==> src/rtl/approx_mult_err_sweeper.sv <==
// -----------------------------------------------------------------------------
// approx_mult_err_sweeper
//
// Stimulus/checker end of an approximate multiplier's a/b -> y interface.
// Issues every (a,b) pair once (a outer loop, b inner loop), samples the
// multiplier's product LAT clocks later, and accumulates:
//   err_count : number of pairs whose product differs from a*b
//   sum_ed    : sum of absolute error distances |y - a*b|
//   max_ed    : largest absolute error distance seen
//
// Optional feature (define MULT_SWEEP_WORST_EN):
//   adds worst_a/worst_b, the operands of the first pair that set the current
//   max_ed. Without the macro those ports and registers do not exist.
// -----------------------------------------------------------------------------
module approx_mult_err_sweeper #(
    parameter int WIDTH = 8,
    parameter int LAT   = 0
) (
    input  logic                 clk,
    input  logic                 rst_n,
    input  logic                 start,
    output logic [WIDTH-1:0]     a_out,
    output logic [WIDTH-1:0]     b_out,
    input  logic [2*WIDTH-1:0]   y_in,
    output logic                 busy,
    output logic                 done,
    output logic [2*WIDTH:0]     err_count,
    output logic [4*WIDTH:0]     sum_ed,
    output logic [2*WIDTH-1:0]   max_ed
`ifdef MULT_SWEEP_WORST_EN
    ,
    output logic [WIDTH-1:0]     worst_a,
    output logic [WIDTH-1:0]     worst_b
`endif
);

    localparam int PW = 2 * WIDTH;       // product width
    localparam int EW = 2 * WIDTH + 1;   // error counter width
    localparam int SW = 4 * WIDTH + 1;   // ED sum width
    localparam int DW = (LAT > 1) ? $clog2(LAT) : 1;

    localparam logic [WIDTH-1:0] OP_MAX     = {WIDTH{1'b1}};
    localparam logic [DW-1:0]    DRAIN_LAST = DW'((LAT > 0) ? (LAT - 1) : 0);

    typedef enum logic [1:0] {
        S_IDLE  = 2'd0,
        S_SWEEP = 2'd1,
        S_DRAIN = 2'd2,
        S_DONE  = 2'd3
    } state_t;

    // One compare-pipe entry: the exact product travels with its valid bit
    // (and, with the optional feature, with the operands that produced it).
    typedef struct packed {
        logic             valid;
        logic [PW-1:0]    exact;
`ifdef MULT_SWEEP_WORST_EN
        logic [WIDTH-1:0] a;
        logic [WIDTH-1:0] b;
`endif
    } cmp_t;

    state_t            state_q, state_d;
    logic [DW-1:0]     drain_cnt_q, drain_cnt_d;
    logic [WIDTH-1:0]  a_q, a_d;
    logic [WIDTH-1:0]  b_q, b_d;
    logic [EW-1:0]     err_q, err_d;
    logic [SW-1:0]     sum_q, sum_d;
    logic [PW-1:0]     max_q, max_d;
`ifdef MULT_SWEEP_WORST_EN
    logic [WIDTH-1:0]  worst_a_q, worst_a_d;
    logic [WIDTH-1:0]  worst_b_q, worst_b_d;
`endif

    logic              start_accept;
    logic              last_pair;
    cmp_t              issue;     // entry for the pair presented this cycle
    cmp_t              cmp;       // entry whose product is sampled this cycle
    logic [PW-1:0]     ed;

    assign start_accept = start && ((state_q == S_IDLE) || (state_q == S_DONE));
    assign last_pair    = (a_q == OP_MAX) && (b_q == OP_MAX);

    // Build the pipe entry for the pair currently on a_out/b_out.
    always_comb begin
        issue       = '0;
        issue.valid = (state_q == S_SWEEP);
        issue.exact = PW'(a_q) * PW'(b_q);
`ifdef MULT_SWEEP_WORST_EN
        issue.a     = a_q;
        issue.b     = b_q;
`endif
    end

    // Latency pipe: the product returned LAT clocks later is matched against
    // the entry that has just reached the last stage.
    if (LAT > 0) begin : g_pipe
        cmp_t pipe_q [LAT];
        cmp_t pipe_d [LAT];

        // Shift the issued entry in at stage 0.
        always_comb begin
            pipe_d[0] = issue;
            for (int i = 1; i < LAT; i++) begin
                pipe_d[i] = pipe_q[i-1];
            end
        end

        // Pipe storage; every stage is cleared so no stale valid bit survives reset.
        // NOTE: this is a small register array, not a RAM, so resetting it is
        // cheap and required: a stale valid bit would corrupt the accumulators.
        always_ff @(posedge clk or negedge rst_n) begin
            if (!rst_n) begin
                for (int i = 0; i < LAT; i++) begin
                    pipe_q[i] <= '0;
                end
            end else begin
                pipe_q <= pipe_d;
            end
        end

        assign cmp = pipe_q[LAT-1];
    end else begin : g_nopipe
        // Combinational multiplier: its product belongs to the live pair.
        assign cmp = issue;
    end

    // Absolute error distance; the magnitude of a difference of two PW-bit
    // unsigned values always fits in PW bits.
    assign ed = (y_in >= cmp.exact) ? (y_in - cmp.exact) : (cmp.exact - y_in);

    // FSM state register.
    // NOTE: sequential state uses non-blocking assignments so every flop
    // samples pre-edge values regardless of process ordering.
    always_ff @(posedge clk or negedge rst_n) begin
        if (!rst_n) begin
            state_q     <= S_IDLE;
            drain_cnt_q <= '0;
        end else begin
            state_q     <= state_d;
            drain_cnt_q <= drain_cnt_d;
        end
    end

    // FSM next state: IDLE/DONE -> SWEEP -> (DRAIN) -> DONE.
    // NOTE: every combinational output gets a default first, so no path
    // through the case leaves a variable unassigned and no latch is inferred.
    always_comb begin
        state_d     = state_q;
        drain_cnt_d = drain_cnt_q;
        case (state_q)
            S_IDLE, S_DONE: begin
                if (start) begin
                    state_d = S_SWEEP;
                end
            end
            S_SWEEP: begin
                if (last_pair) begin
                    if (LAT > 0) begin
                        state_d     = S_DRAIN;
                        drain_cnt_d = '0;
                    end else begin
                        state_d = S_DONE;
                    end
                end
            end
            S_DRAIN: begin
                if (drain_cnt_q == DRAIN_LAST) begin
                    state_d = S_DONE;
                end else begin
                    drain_cnt_d = drain_cnt_q + DW'(1);
                end
            end
            default: begin
                state_d = S_IDLE;
            end
        endcase
    end

    // FSM outputs: busy spans SWEEP and DRAIN, done is the DONE level.
    always_comb begin
        busy = (state_q == S_SWEEP) || (state_q == S_DRAIN);
        done = (state_q == S_DONE);
    end

    // Operand counters: b inner, a outer; both wrap back to 0 after (max,max).
    always_comb begin
        a_d = a_q;
        b_d = b_q;
        if (start_accept) begin
            a_d = '0;
            b_d = '0;
        end else if (state_q == S_SWEEP) begin
            b_d = b_q + WIDTH'(1);
            if (b_q == OP_MAX) begin
                a_d = a_q + WIDTH'(1);
            end
        end
    end

    // Accumulators: cleared by an accepted start, updated on valid compares.
    always_comb begin
        err_d = err_q;
        sum_d = sum_q;
        max_d = max_q;
`ifdef MULT_SWEEP_WORST_EN
        worst_a_d = worst_a_q;
        worst_b_d = worst_b_q;
`endif
        if (start_accept) begin
            err_d = '0;
            sum_d = '0;
            max_d = '0;
`ifdef MULT_SWEEP_WORST_EN
            worst_a_d = '0;
            worst_b_d = '0;
`endif
        end else if (cmp.valid) begin
            if (ed != '0) begin
                err_d = err_q + EW'(1);
            end
            sum_d = sum_q + SW'(ed);
            // Strict compare keeps the first pair that reached a given max.
            if (ed > max_q) begin
                max_d = ed;
`ifdef MULT_SWEEP_WORST_EN
                worst_a_d = cmp.a;
                worst_b_d = cmp.b;
`endif
            end
        end
    end

    // Datapath registers: operands and accumulators.
    always_ff @(posedge clk or negedge rst_n) begin
        if (!rst_n) begin
            a_q   <= '0;
            b_q   <= '0;
            err_q <= '0;
            sum_q <= '0;
            max_q <= '0;
`ifdef MULT_SWEEP_WORST_EN
            worst_a_q <= '0;
            worst_b_q <= '0;
`endif
        end else begin
            a_q   <= a_d;
            b_q   <= b_d;
            err_q <= err_d;
            sum_q <= sum_d;
            max_q <= max_d;
`ifdef MULT_SWEEP_WORST_EN
            worst_a_q <= worst_a_d;
            worst_b_q <= worst_b_d;
`endif
        end
    end

    assign a_out     = a_q;
    assign b_out     = b_q;
    assign err_count = err_q;
    assign sum_ed    = sum_q;
    assign max_ed    = max_q;
`ifdef MULT_SWEEP_WORST_EN
    assign worst_a   = worst_a_q;
    assign worst_b   = worst_b_q;
`endif

endmodule
==> config.mk <==
export PLATFORM = sky130hd
export DESIGN_NAME = approx_mult_err_sweeper
export DESIGN_NICKNAME = d
export VERILOG_FILES = /design/src/rtl/approx_mult_err_sweeper.sv
export SDC_FILE = /design/constraint.sdc
export NUM_CORES = 1
export LEC_CHECK = 0
export ABC_AREA = 0
export BUFFER_PORTS_ARGS = -buffer_cell sky130_fd_sc_hd__buf_4
export CAP_MARGIN = 20
export CORE_MARGIN = 2
export CORE_UTILIZATION = 40
export CTS_BUF_LIST = sky130_fd_sc_hd__clkbuf_2
export DETAILED_ROUTE_END_ITERATION = 16
export SLEW_MARGIN = 5
export SYNTH_ARGS = -nofsm -noshare
export SYNTH_HDL_FRONTEND = slang
export SYNTH_SLANG_ARGS = --single-unit
==> constraint.sdc <==
create_clock -name clk -period 25.9 [get_ports clk]
set_input_delay 6.475 -clock clk [delete_from_list [all_inputs] [get_ports clk]]
set_output_delay 6.475 -clock clk [all_outputs]
set_load 0.01 [all_outputs]
== Yosys cells after proc, flatten, opt, wreduce, memory -nomap -nowiden ==
Index checks and enable logic that the tools add are counted.
Storage, ports and cells
  bits in registers: 85
  bits in latches: 0
  RAM bits: 0
  bits in read-only memories: 0
  bits of input ports: 19
  memories kept: 0
Operators by class
  add/sub/neg operators: 7
  $mul: 1
  div/mod/pow operators: 0
  magnitude comparators: 2
  eq/ne operators: 8
  shifts and indexed selects: 0
  muxes and demuxes: 19
  bitwise operators: 0
  reductions and logical operators: 15
Operators with widths (count)
  33-bit two-way mux: 2
  16-bit two-way mux: 4
  17-bit two-way mux: 3
  8-bit two-way mux: 5
  33-bit by 16-bit adder with 33-bit output: 1
  16-bit subtractor: 2
  17-bit by 1-bit adder with 17-bit output, second input constant: 1
  8-bit by 1-bit adder with 8-bit output, second input constant: 2
  8-bit equality test, second input constant: 2
  16-bit greater-or-equal comparator: 1
  16-bit > comparator: 1
  8-bit by 8-bit multiplier with 16-bit output: 1
  16-bit nonzero test: 1
  2-bit nonzero test: 4
  2-bit two-way mux: 3
  2-bit inequality test, second input constant: 3
  2-bit one-hot mux with 3 select lines: 1
  2-bit AND reduction: 3
  2-bit equality test, second input constant: 2
  3-bit AND reduction: 1
  2-bit by 1-bit equality test with 1-bit output, second input constant: 1
  1-bit logical AND: 2
  2-bit zero test: 1
  1-bit logical OR: 2
  3 further kinds: 3

== Depth between registers and ports, before layout ==
  word-level depth: 7
  depth in mapped cells: 42
  mapped depth without buffers: 39

== Worst setup path before layout ==
OpenSTA, ideal clock, no wires.
  path kind: input to register
  start point: in y_in[5]
  end point: reg max_q[5] (netlist: max_ed[5])
  setup time: 132 ps
  data arrival time: 10779 ps
  setup slack: 14989 ps
  stages: 21
  buffers on the path: 3
  cell sequence: inv_1 -> ha_1 -> buf_6 -> a211oi_2 -> nor2_1 -> nor4b_4 -> o21bai_2 -> o21ai_4 -> buf_6 -> mux2i_1 -> o31ai_1 -> xnor2_2 -> inv_1 -> ha_1 -> nand4_1 -> o21ai_0 -> o21ai_0 -> nor2_1 -> clkbuf_1 -> mux2i_1 -> nor2_1
On the way
  word-level cells in the longest chain between the ends: 5
Ends and longest elaborated chain
  from (decl): RTL line 24  | input logic [2*WIDTH-1:0] y_in,
  16-bit subtractor or 16-bit greater-or-equal comparator (tied branches): RTL line 130  | assign ed = (y_in >= cmp.exact) ? (y_in - cmp.exact) : (cmp.exact - y_in);
  16-bit two-way mux (*): RTL line 130
  16-bit > comparator or 16-bit two-way mux (tied branches): RTL line 224  | if (ed > max_q) begin
  2-bit nonzero test (no line) or 16-bit two-way mux (tied branches)
  2-bit AND reduction (no line) or 16-bit two-way mux (tied branches)
  to (signal assigned): RTL line 251  | max_q <= max_d;
  to (decl): RTL line 69  | logic [PW-1:0] max_q, max_d;
Mark *: on every way between the ends. The rest lies on a longest branch, timed or not. The select of a mux whose other input is x is not followed.
A chain may end at the register's enable or synchronous reset.

== Worst setup path in the final report ==
  start point: in y_in[3]
  end point: reg max_q[4] (netlist: max_ed[4])
The elaborated chain is that of the path after synthesis.

==> flow_summary.toml <==
[outcome]
outcome = "completed"

[setup_path]
rr_startpoint = "a_out[1]"
path_max_fanout = 18
ws_path_type = "primary input to flop"
critical_path.startpoint = "y_in[3]"
startpoint_type = "primary input"
required_ns = 26.30
critPathCaptureType = "flop"
cp.arrival_ns = 11.97

[sta]
grt_setup_unrepaired = "false"
finClkSkew_ns = 0.0467
setup_total_negative_slack_ns = 0
post_route_hold_slack_ns = 0.534
worst_pin_slew_ns = 1.06
timing.fmax_mhz = 86.4
fin_crit_sh = 0.447
final_max_slew_viol_count = 0
setup-violations-final = 0
final-hold-violation-count = 0
timing.slew.headroom = 0.291
finalCriticalPeriod_ns = 11.57

[floorplan]
ios = 103
core-area_um2 = 21900
floorplan.die_area_um2 = 23600
dieHeight_um = 154
initial_utilization = 0.408
die_x_um = 154
num_rows = 54

[logic_synthesis]
top_post_synthesis_cells_by_area = "dfrtp_1 (24%), ha_1 (15%), fa_1 (8.7%)"
synthDistinctLibCells = 69
syn_inst = 1010
yosys.cell_count.top_type = "inv_1"
synth_fp_nets = 1176
synth.yosys.warnings = 0
synthesis.area_per_instance_um2 = 8.85
synth-edff-count = 0
synth-seq-area-share = 0.235
ys_seq_elements = 84
synth.cell_area_um2 = 8940
synth_top_cell_area_share = 0.235
synth_commonest_cells = "inv_1 (112), ha_1 (108), nor2_1 (91)"
synth_largest_area_cell = "dfrtp_1"
ys_async_sr_fraction = 1.00
synth-main-ff-cell = "dfrtp_1"

[drt]
first_drt_iteration_drcs = 297
wirelength_um = 21700
routed_via_density = 5.28
dr_total_vias = 7222
drt_pre_antenna_iters = 5
drt-wirelength-per-cell_um = 15.9
drt_drc_violations_left = 0
route.antenna.remaining_nets = 0

[placed_design]
portBuffers = 102
hpwlAfterDp_um = 16300
place_area_um2 = 9870
gp_congestion = 0.865
dp.cells = 1351

[cts]
cts_repair_resize_count = 0
clock_latency_ns = 0.56
worst_setup_hold_path_clk_slew_ns = 0.26
htreeDepth = 3
cts.repair_timing.setup_buffer_count = 0
cts_num_sinks = 84
clk_path_buf_depth = 2
holdBufCountCts = 0
clk_root_buffer_cell = "clkbuf_2"
cts_tree = "yes"
inserted_clock_buffers = 9

[global_route]
vias_in_the_first_global_route = 6995
combined_global_route_utilization_of_all_metal_layers = 0.188
gr-total-overflow = 0
initial_antenna_violation_count = 1
grt_max_degree = 83
wire_length_of_the_first_global_routing_pass_um = 36800

[finish]
area_growth_syn_to_layout_pct = 11.5
drive_gt1_frac = 0.141
finalNonFillerCells = 1368
final_design_area_no_fill_um2 = 9970
design.final.nets = 1248

[power_and_ir_drop]
p_leak_nw = 4.97
vdd_drop_max_mv = 0.0253
p_per_cell_area_nw_per_um2 = 60.7
finalPower_w = 0.000605

[worst_hold_path]
worst_min_delay_path_class = "flop to flop"
hold_path.startpoint = "err_count[16]"

[job]
max_cap_violations = 0
[layout by cell type, fill, tap and decap left out, types with 5 or more instances in the layout]
cell type  instances
xnor2_1           34
o21ai_0           30
nand4b_1           7
ha_1             107
dfrtp_1           84
inv_1            112
a21oi_1           55
a211oi_1           9
mux2i_1           40
or3_1              6
clkbuf_2           9
nor2_1            90
nand2b_1           5
a31oi_1            7
o21bai_1           7
nor3_1             8
a21o_1            27
o21a_1            17
o21ai_2            8
o41ai_1            8
buf_4            105
and2_1            58
and3_1            12
nand2_1           64
fa_1              39
xor2_1            30
nand3_1           24
o2bb2a_1           7
nand4_1           15
[area by class of cell]
class	count	area, um2
fill	2241	11900
multi-input combinational	770	6210
sequential	84	2100
timing repair buffer	105	788
inverter	112	420
tap	280	350
clock inverter	7	47.5
clock buffer	9	45.0
antenna	1	2.50
[worst paths after layout]
kind | endpoint | slack, ns | cells past startpoint
setup / recovery | max_ed[4] | 14.33 | 19
min in group asynchronous | state_q[0] | 5.72 | 1
max in group asynchronous | max_ed[14] | 19.00 | 2
setup reg to reg | max_ed[4] | 15.62 | 33
hold / removal | err_count[16] | 0.53 | 1
hold reg to reg | err_count[16] | 0.53 | 1
[power by group]
part	switching (W)	leakage (nW)	internal [W]	total, W
Clock	0.0000493	0.0621	0.0000132	0.0000625
Sequential	0.0000409	1.13	0.000161	0.000202
Combinational	0.000188	3.78	0.000152	0.000340
Total	0.000278	4.97	0.000327	0.000605
[metal layers]
metal / share of wire / vias up / global-route usage
li1: - / 3605 / -
met1: 0.48 / 3475 / 0.271
met2: 0.48 / 133 / 0.310
met3: 0.040 / 9 / 0.0220
met4: 0.0057 / 0 / 0.0328
met5: 0 / - / 0
[cells by family after synthesis]
family                     count (synthesis)  synth area share
AOI/OAI and AO/OA                        206             0.164
muxes                                     40            0.0448
buffers and inverters                    156            0.0711
adders and majority gates                147             0.238
DFF                                       84             0.235
and+or+nand+nor                          312             0.182
xor gates and xnor gates                  65            0.0645
[flip-flops by register name (all words and copies together) (netlist names)]
register / cells
sum_ed: 33
err_count: 17
max_ed: 16
a_out: 8
b_out: 8
state_q: 2
[through the flow]
| stage | worst slack [ns] | util |
|---|---|---|
| finish | 14.33 | 0.455 |
| global route | 13.82 | 0.455 |
| detailed placement | 13.85 | 0.451 |
| CTS | 14.43 | 0.455 |
| global placement | 13.91 | 0.451 |
| floorplan | 14.99 | - |
[critical path, stage by stage]
cell      delay, ns
buf_4          0.09
inv_1          0.04
ha_1           0.41
a21o_1         0.22
a21oi_1        0.20
o21ai_0        0.21
a221oi_1       0.38
o21ai_0        0.31
a211oi_1       0.28
o31ai_1        0.15
xnor2_2        0.80
inv_1          0.36
ha_1           0.40
nand4_1        0.11
o21ai_0        0.24
o21ai_0        0.13
nor2_2         0.82
mux2i_1        0.30
nor2_1         0.06
(Power assumes the default switching activity.)
